## src/rtl/ifetch_pkg.sv

```systemverilog
// Shared types and default sizes for the instruction fetch unit.
//   fetch_state_t : RUN (normal fetching) / DRAIN (discarding stale responses)
//   DEF_*         : default WIDTH / ILEN / DEPTH for the unit and its interface
package ifetch_pkg;

  typedef enum logic {
    RUN   = 1'b0,
    DRAIN = 1'b1
  } fetch_state_t;

  localparam int DEF_WIDTH = 32;
  localparam int DEF_ILEN  = 32;
  localparam int DEF_DEPTH = 2;

endpackage

```

## src/rtl/ifetch_if.sv

```systemverilog
// Handshake bundle between the fetch unit, instruction memory and decode.
//   pc_in/pc_valid/pc_ready            : next-PC request (word index)
//   flush                              : discard queued and in-flight fetches
//   imem_req/imem_addr                 : memory read request
//   imem_rvalid/imem_rdata             : in-order memory read response
//   instr_valid/instr_ready/
//   instr_data/instr_pc                : decode-side handshake
// master = fetch unit side, slave = environment side.
interface ifetch_if
  import ifetch_pkg::*;
#(
  parameter int WIDTH = DEF_WIDTH,
  parameter int ILEN  = DEF_ILEN
);
  logic [WIDTH-1:0] pc_in;
  logic             pc_valid;
  logic             pc_ready;
  logic             flush;
  logic             imem_req;
  logic [WIDTH-1:0] imem_addr;
  logic             imem_rvalid;
  logic [ILEN-1:0]  imem_rdata;
  logic             instr_valid;
  logic             instr_ready;
  logic [ILEN-1:0]  instr_data;
  logic [WIDTH-1:0] instr_pc;

  modport master (
    input  pc_in, pc_valid, flush, imem_rvalid, imem_rdata, instr_ready,
    output pc_ready, imem_req, imem_addr, instr_valid, instr_data, instr_pc
  );

  modport slave (
    output pc_in, pc_valid, flush, imem_rvalid, imem_rdata, instr_ready,
    input  pc_ready, imem_req, imem_addr, instr_valid, instr_data, instr_pc
  );
endinterface

```

## src/rtl/ifetch_unit.sv

```systemverilog
// Instruction fetch unit: accepts PCs, issues memory reads with no added
// latency, queues responses in a DEPTH-slot in-order queue and hands them to
// decode. A flush empties the queue; responses still in flight at that point
// are counted and discarded in DRAIN before new PCs are accepted.
// Ports:
//   clk  : clock, rising edge
//   rst  : synchronous active-high reset
//   bus  : ifetch_if.master (PC, memory and decode handshakes)
module ifetch_unit
  import ifetch_pkg::*;
#(
  parameter int WIDTH = DEF_WIDTH,
  parameter int ILEN  = DEF_ILEN,
  parameter int DEPTH = DEF_DEPTH
) (
  input  logic     clk,
  input  logic     rst,
  ifetch_if.master bus
);

  localparam int IW = $clog2(DEPTH);
  localparam int PW = IW + 1;
  typedef logic [PW-1:0] ptr_t;
  localparam ptr_t DEPTH_P = ptr_t'(DEPTH);

  // Queue storage
  logic [WIDTH-1:0] slot_pc   [DEPTH];
  logic [ILEN-1:0]  slot_data [DEPTH];
  logic [DEPTH-1:0] slot_filled;

  // Pointers carry one extra wrap bit so full and empty are distinguishable.
  ptr_t alloc_q, fill_q, rd_q;
  ptr_t drop_q, drop_d;
  fetch_state_t state_q, state_d;

  ptr_t          count, pending;
  logic [IW-1:0] alloc_idx, fill_idx, rd_idx;
  logic          pop, accept, rsp, fill_en;

  assign count     = alloc_q - rd_q;
  assign pending   = alloc_q - fill_q;
  assign alloc_idx = alloc_q[IW-1:0];
  assign fill_idx  = fill_q[IW-1:0];
  assign rd_idx    = rd_q[IW-1:0];

  assign bus.instr_valid = !rst && !bus.flush && slot_filled[rd_idx] && (count != '0);
  assign pop             = bus.instr_valid && bus.instr_ready;
  // A pop in the same cycle frees a slot, so a full queue can still accept.
  assign bus.pc_ready    = (state_q == RUN) && !bus.flush && !rst &&
                           ((count < DEPTH_P) || pop);
  assign accept          = bus.pc_valid && bus.pc_ready;

  assign bus.imem_req    = accept;
  assign bus.imem_addr   = rst ? '0 : bus.pc_in;
  assign bus.instr_data  = rst ? '0 : slot_data[rd_idx];
  assign bus.instr_pc    = rst ? '0 : slot_pc[rd_idx];

  // A response with nothing outstanding is a protocol error and is ignored.
  assign rsp     = bus.imem_rvalid && (pending != '0);
  assign fill_en = (state_q == RUN) && !bus.flush && rsp;

  always_comb begin
    state_d = state_q;
    drop_d  = drop_q;
    case (state_q)
      RUN: begin
        if (bus.flush) begin
          // A response landing in the flush cycle is already discarded.
          drop_d  = pending - ptr_t'(rsp);
          state_d = (drop_d != '0) ? DRAIN : RUN;
        end
      end
      DRAIN: begin
        // Flush here does not re-arm the counter: the queue is already empty
        // and nothing new was issued, so the outstanding count stays valid.
        if (bus.imem_rvalid && (drop_q != '0)) begin
          drop_d = drop_q - ptr_t'(1);
          if (drop_q == ptr_t'(1)) state_d = RUN;
        end
      end
      default: state_d = RUN;
    endcase
  end

  always_ff @(posedge clk) begin
    if (rst) begin
      state_q     <= RUN;
      drop_q      <= '0;
      alloc_q     <= '0;
      fill_q      <= '0;
      rd_q        <= '0;
      slot_filled <= '0;
      for (int i = 0; i < DEPTH; i++) begin
        slot_pc[i]   <= '0;
        slot_data[i] <= '0;
      end
    end else begin
      state_q <= state_d;
      drop_q  <= drop_d;
      if (bus.flush) begin
        fill_q      <= alloc_q;
        rd_q        <= alloc_q;
        slot_filled <= '0;
      end else begin
        // Fill, pop and accept never target the same slot except accept
        // reusing the slot a pop frees this cycle; accept is written last.
        if (fill_en) begin
          slot_data[fill_idx]   <= bus.imem_rdata;
          slot_filled[fill_idx] <= 1'b1;
          fill_q                <= fill_q + ptr_t'(1);
        end
        if (pop) begin
          slot_pc[rd_idx]     <= '0;
          slot_data[rd_idx]   <= '0;
          slot_filled[rd_idx] <= 1'b0;
          rd_q                <= rd_q + ptr_t'(1);
        end
        if (accept) begin
          slot_pc[alloc_idx]     <= bus.pc_in;
          slot_filled[alloc_idx] <= 1'b0;
          alloc_q                <= alloc_q + ptr_t'(1);
        end
      end
    end
  end

endmodule

```

## src/flat_wrapper.sv

```systemverilog
// flat-port wrapper written by rule: the top's interface ports become plain ports
module ifetch_unit_flat import ifetch_pkg::*;
#(
  parameter int WIDTH = DEF_WIDTH,
  parameter int ILEN  = DEF_ILEN,
  parameter int DEPTH = DEF_DEPTH
)
  (clk, rst, bus_pc_in, bus_pc_valid, bus_flush, bus_imem_rvalid, bus_imem_rdata, bus_instr_ready, bus_pc_ready, bus_imem_req, bus_imem_addr, bus_instr_valid, bus_instr_data, bus_instr_pc);
  ifetch_if #(.WIDTH(WIDTH), .ILEN(ILEN)) bus_i ();
  input  logic clk;
  input  logic rst;
  input wire logic [$bits(bus_i.pc_in)-1:0] bus_pc_in;
  input wire logic [$bits(bus_i.pc_valid)-1:0] bus_pc_valid;
  input wire logic [$bits(bus_i.flush)-1:0] bus_flush;
  input wire logic [$bits(bus_i.imem_rvalid)-1:0] bus_imem_rvalid;
  input wire logic [$bits(bus_i.imem_rdata)-1:0] bus_imem_rdata;
  input wire logic [$bits(bus_i.instr_ready)-1:0] bus_instr_ready;
  output wire logic [$bits(bus_i.pc_ready)-1:0] bus_pc_ready;
  output wire logic [$bits(bus_i.imem_req)-1:0] bus_imem_req;
  output wire logic [$bits(bus_i.imem_addr)-1:0] bus_imem_addr;
  output wire logic [$bits(bus_i.instr_valid)-1:0] bus_instr_valid;
  output wire logic [$bits(bus_i.instr_data)-1:0] bus_instr_data;
  output wire logic [$bits(bus_i.instr_pc)-1:0] bus_instr_pc;
  assign bus_i.pc_in = bus_pc_in;
  assign bus_i.pc_valid = bus_pc_valid;
  assign bus_i.flush = bus_flush;
  assign bus_i.imem_rvalid = bus_imem_rvalid;
  assign bus_i.imem_rdata = bus_imem_rdata;
  assign bus_i.instr_ready = bus_instr_ready;
  assign bus_pc_ready = bus_i.pc_ready;
  assign bus_imem_req = bus_i.imem_req;
  assign bus_imem_addr = bus_i.imem_addr;
  assign bus_instr_valid = bus_i.instr_valid;
  assign bus_instr_data = bus_i.instr_data;
  assign bus_instr_pc = bus_i.instr_pc;
  ifetch_unit #(.WIDTH(WIDTH), .ILEN(ILEN), .DEPTH(DEPTH)) u_core (.clk(clk), .rst(rst), .bus(bus_i));
endmodule
```

## config.mk

```make
export PLATFORM = sky130hd
export DESIGN_NAME = ifetch_unit_flat
export DESIGN_NICKNAME = d
export VERILOG_FILES = /design/src/rtl/ifetch_pkg.sv /design/src/rtl/ifetch_if.sv /design/src/rtl/ifetch_unit.sv /design/src/flat_wrapper.sv
export SDC_FILE = /design/constraint.sdc
export NUM_CORES = 1
export LEC_CHECK = 0
export ABC_AREA = 1
export CORE_MARGIN = 2
export CORE_UTILIZATION = 40
export CTS_CLUSTER_SIZE = 24
export DETAILED_ROUTE_END_ITERATION = 8
export GPL_TIMING_DRIVEN = 0
export PLACE_DENSITY = 0.66
export SLEW_MARGIN = 20
export SYNTH_ARGS = -nofsm -noshare
export SYNTH_HDL_FRONTEND = slang
export SYNTH_SLANG_ARGS = --single-unit
export TNS_END_PERCENT = 50
```

## constraint.sdc

```tcl
create_clock -name clk -period 6.2 [get_ports clk]
set_input_delay 0.62 -clock clk [delete_from_list [all_inputs] [get_ports clk]]
set_output_delay 0.62 -clock clk [all_outputs]
set_load 0.02 [all_outputs]
```

After elaboration in Yosys (flattened, before gate mapping). Memories as Yosys holds them, arrays and structs flattened. A register that Yosys moved wholly into a read port is not among the register bits. Index checks and enable logic that the tools add are counted.

Bits in registers: 11. Bits in writable memories: 128. Output and inout port bits: 99. Word-level logic and storage cells: 122. Memories kept: 2.

Memory list: u_core.slot_data (words 2, width 32, rd ports 1, clocked after Yosys merged registers in 1, wr ports 2, line ifetch_unit.sv:28) `logic [ILEN-1:0] slot_data [DEPTH];`; u_core.slot_pc (words 2, width 32, rd ports 1, clocked after Yosys merged registers in 1, wr ports 2, line ifetch_unit.sv:27) `logic [WIDTH-1:0] slot_pc [DEPTH];`.

Add/sub/neg operators: 7. $lt $le $gt $ge: 7. Equality and inequality tests: 3. Mux-type cells: 60. Bitwise gates (word level): 7. Reductions and logical operators: 30.

Operators by type and width (number): 2-to-1 mux 32 bit (7); OR reduction 32 bit (4); 2-to-1 mux 1 bit (35); 2-to-1 mux 2 bit (13); logical AND 1 bit (14); nonzero test 2 bit (6); adder 2 x 1 -> 2 bit, second input constant (3); less-than comparator 1 x 2 -> 1 bit, second input constant (3); AND 2 bit (2); != test 2 bit, second input constant (2); inverter 2 bit (2); one-hot mux 2 bit (2 select lines) (1); AND reduction 2 bit (2); subtractor 2 bit (2); demux 1 bit (select 1 bit) (3); greater-or-equal comparator 1 bit, second input constant (3); equality test 2 x 1 -> 1 bit, second input constant (1); logical NOT 1 bit (2); less-than comparator 2 bit, second input constant (1); inverter 1 bit (2); OR 2 bit (1); one-hot mux 1 bit (2 select lines) (1); OR reduction 2 bit (1); subtractor 2 x 1 -> 2 bit (1); other kinds (2) (2).

Longest topological paths before layout.
Word-level depth: 14. Gate-level depth with buffers: 13. Mapped depth without buffers: 13.

Least setup slack after synthesis. Ideal clock, no wire load.

Path type: input to register. Start: input port rst. End: memory u_core.slot_pc[0][0] (netlist name), enable pin. Setup time: 0.395 ns. Data arrival time: 2.344 ns. Data required time: 5.805 ns. Setup slack: 3.460 ns. Stages: 8. Buffers on the path: 1. Path through: buf_4 > inv_2 > nand2_1 > a21oi_2 > nand3_2 > nand2_4 > nand4_4 > nand3b_1.

RTL lines: start: declaration (line flat_wrapper.sv:11) `input logic rst;`; end: declaration (line ifetch_unit.sv:27).

Worst setup path in the final report.
Start: input port rst. End: output port bus_instr_pc[31].

Word-level cells in the longest chain between the ends: 1.

Ends and longest elaborated chain: 2-to-1 mux 32 bit (line ifetch_unit.sv:56) `assign bus.instr_pc = rst ? '0 : slot_pc[rd_idx];`; end: declaration (line flat_wrapper.sv:23) `output wire logic [$bits(bus_i.instr_pc)-1:0] bus_instr_pc;`.

No other way between the ends.

==> metrics.csv <==
stage,metric,value,unit
outcome,status,completed,
die,Cell Rows,47,
sta,max_slew headroom,56.2,%
grt,GR Overflow Total,0,
finish,Finished Layout Cells,1249,
clock_tree,CTS sink count,140,
flow_run,total of max-cap violations,0,
setup_path,Crit Path Max Fanout,10,
clock_tree,Resize count post-CTS,0,
sta,Final WS setup,2.73,ns
sta,Max Clk Rate,288,MHz
synthesis,Syn Inst Count,826,
sta,RSZ-0062 raised after global routing,false,
sta,Slew @ Worst Pin,0.658,ns
synthesis,sequential fraction of the synthesis area,51.3,%
place,GPL Wtd Cong,0.793,
die,CORE AREA,0.0165,mm^2
power,leak pwr,3.73,nW
power,combinational power share,15.8,%
finish,"Core Util, Final",56.6,%
synthesis,Yosys warning total,0,
sta,minimum clock period,3.47,ns
sta,setup violators final,0,
sta,Fin Hold WS,0.481,ns
synthesis,Yosys reg bits,140,
synthesis,Unique masters post-synth,29,
finish,"most common cell after layout, fill and taps aside",nor2_1,
route,final wirelength,19400,um
finish,nets@finish,1091,
setup_path,Reg2Reg Launch Point,u_core.alloc_q[0]$_SDFFE_PP0P_,
clock_tree,CTS Hold Bufs,0,
setup_path,CP endpoint,bus_instr_pc[31],
route,met1 wire length,8700,um
finish,diode count,0,
place,DP HPWL,13800,um
grt,vias in the first global route,5925,
sta,clock skew,0.00650,ns
setup_path,WS Path Type,input port to output port,
synthesis,Synthesized Nets,901,
route,Post-DRT Antenna Nets,0,
clock_tree,clock latency on the worst-skew pair,0.42,ns
finish,most frequent cells in the layout,"229 x nor2_1, 167 x clkdlybuf4s50_1, 95 x nand2_1",
setup_path,FF-to-FF End,u_core.slot_pc[0][28]$_SDFFCE_PN0P_,
grt,initial antenna violation count,0,
power,clock group share of total power,42.7,%
setup_path,Crit. End Element,output port,
place,input/output buffers,167,
grt,largest net degree at the start of global routing,17,
route,drt first pass iters,5,
finish,share of layout cells above drive strength 1,10.4,%
synthesis,Syn Area/Cell,8.13,um^2
sta,setup TNS,0,ns
die,die height,134,um
synthesis,"Cell Area, Synth",0.00671,mm^2
power,Reg power frac,41.5,%
route,via count,6238,
clock_tree,H-tree depth,4,
grt,global-route wire length before repair,30400,um
sta,Slew Limit Fails,0,
die,initial core utilization,40.8,%
clock_tree,CTS root buf,clkbuf_16,
setup_path,Worst R2R Path Depth,10,
sta,Tcrit/Tclk final,56.0,%
clock_tree,"CTS clk-pin slew, worst paths",0.05,ns
sta,Hold Fails Final Rpt,0,
setup_path,Reg2Reg Setup Slack,3.65,ns
grt,All-Layer GR Usage,21.9,%
route,routed wl met2,9200,um
finish,fin area,0.00933,mm^2
route,wire per inst,15.6,um
power,internal power,1.84,mW
route,routed wl met3,1090,um
setup_path,Critical Path AT,2.85,ns
place,Place WS,2.78,ns
hold_path,Hold Crit Class,flip-flop to flip-flop,
die,die area,0.0178,mm^2
setup_path,Critical Path RT,5.58,ns
clock_tree,Inserted Clock Buffers,17,
power,Max VDD drop,0.208,mV
place,placed insts,1217,
place,Placed Area,0.00872,mm^2
die,Die X,134,um
route,DRC viols,0,
setup_path,critical path launch point type,input port,
power,Psw,629,uW
die,Top Ports,169,
power,PD cells,265,mW/mm^2
route,Top Layer Used,met4,
route,Initial DRC Count,469,
power,Design Power,2.47,mW
clock_tree,CTS Buffer Depth,2,
finish,synth-to-layout area growth,38.9,%
route,post-DR vias/cell,4.99,
setup_path,Worst Setup SP,rst,
clock_tree,CTS tree,built,
clock_tree,setup bufs post-CTS,0,
power,Switching Fraction,25.5,%
==> power groups by stage <==
stage / registers (mW) / clock network [mW] / logic [mW]
floorplan: 1.04 / 0 / 0.208
global placement: 1.05 / 0 / 0.384
detailed placement: 1.05 / 0 / 0.391
CTS: 1.03 / 1.06 / 0.394
global route: 1.03 / 1.11 / 0.424
finish: 1.03 / 1.05 / 0.390
==> cell usage after synthesis <==
cell,n,area share [%]
a21boi_0,1,0.11
a21o_1,1,0.11
a21oi_1,47,3.5
a21oi_2,31,4.0
a31oi_1,1,0.093
buf_1,1,0.056
buf_2,12,0.89
buf_4,4,0.45
buf_6,9,1.5
clkbuf_1,30,1.7
dfxtp_1,76,23
edfxtp_1,64,29
ha_1,5,0.93
inv_1,56,3.1
inv_2,3,0.17
nand2_1,95,5.3
nand2_2,2,0.19
nand2_4,1,0.17
nand3_1,73,5.4
nand3_2,2,0.30
nand3_4,1,0.26
nand3b_1,2,0.22
nand4_1,1,0.093
nand4_4,4,1.3
nor2_1,229,13
nor2_2,3,0.28
nor2_4,3,0.50
o21ai_0,68,5.1
xor2_1,1,0.13
==> worst min path at each step <==
stage / endpoint / cells past startpoint / from
after detailed placement: u_core.slot_data[1][9]$_SDFFE_PP0P_ / 2 / u_core.slot_data[1][9]$_SDFFE_PP0P_
after global routing: u_core.slot_data[1][9]$_SDFFE_PP0P_ / 2 / u_core.slot_data[1][9]$_SDFFE_PP0P_
after global placement: u_core.slot_data[1][11]$_SDFFE_PP0P_ / 2 / u_core.slot_data[1][11]$_SDFFE_PP0P_
final: u_core.slot_data[1][24]$_SDFFE_PP0P_ / 2 / u_core.slot_data[1][24]$_SDFFE_PP0P_
after CTS: u_core.slot_data[1][24]$_SDFFE_PP0P_ / 2 / u_core.slot_data[1][24]$_SDFFE_PP0P_
after floorplan: u_core.slot_data[0][0]$_SDFFE_PP0P_ / 2 / u_core.slot_data[0][0]$_SDFFE_PP0P_
==> metal layers <==
metal | vias up | track usage [%]
li1 | 3081 | -
met1 | 2932 | 28.7
met2 | 197 | 35.3
met3 | 28 | 5.40
met4 | 0 | 7.80
met5 | - | 0
==> cell type report <==
class                      count  area, um^2
buffer                        56         308
inverter                      59         221
multi-input combinational    571        2740
clock buffer                  20         437
timing repair buffer         171        1730
clock inverter                12         170
fill                        1547        7140
sequential                   140        3440
tap                          220         275
==> sequential cells by signal, summed over array words and instances, names as in the netlist, named ones only <==
name and cells:
u_core.fill_q 2, u_core.rd_q 2, u_core.slot_pc 64, u_core.slot_filled 2
u_core.slot_data 64, u_core.drop_q 2, u_core.state_q 1, u_core.alloc_q 2
==> cell families (layout without fill, tap and decap cells) <==
group | count (synthesis) | in the layout | share of synthesized area, %
AND/OR/NAND/NOR | 416 | 416 | 26.8
buffers and inverters | 115 | 318 | 7.88
flip-flops | 140 | 140 | 51.3
XOR/XNOR | 1 | 1 | 0.130
adder cells (fa/ha/maj) | 5 | 5 | 0.932
AO/OA/AOI/OAI | 149 | 149 | 12.9
==> worst max-delay path: stages <==
cell	delay, ns
buf_4	0.16
inv_2	0.14
clkbuf_1	0.42
clkbuf_1	0.42
o21ai_0	0.15
nor2_1	0.26
clkdlybuf4s50_1	0.67
No activity file was read; power rests on OpenSTA's default activity.
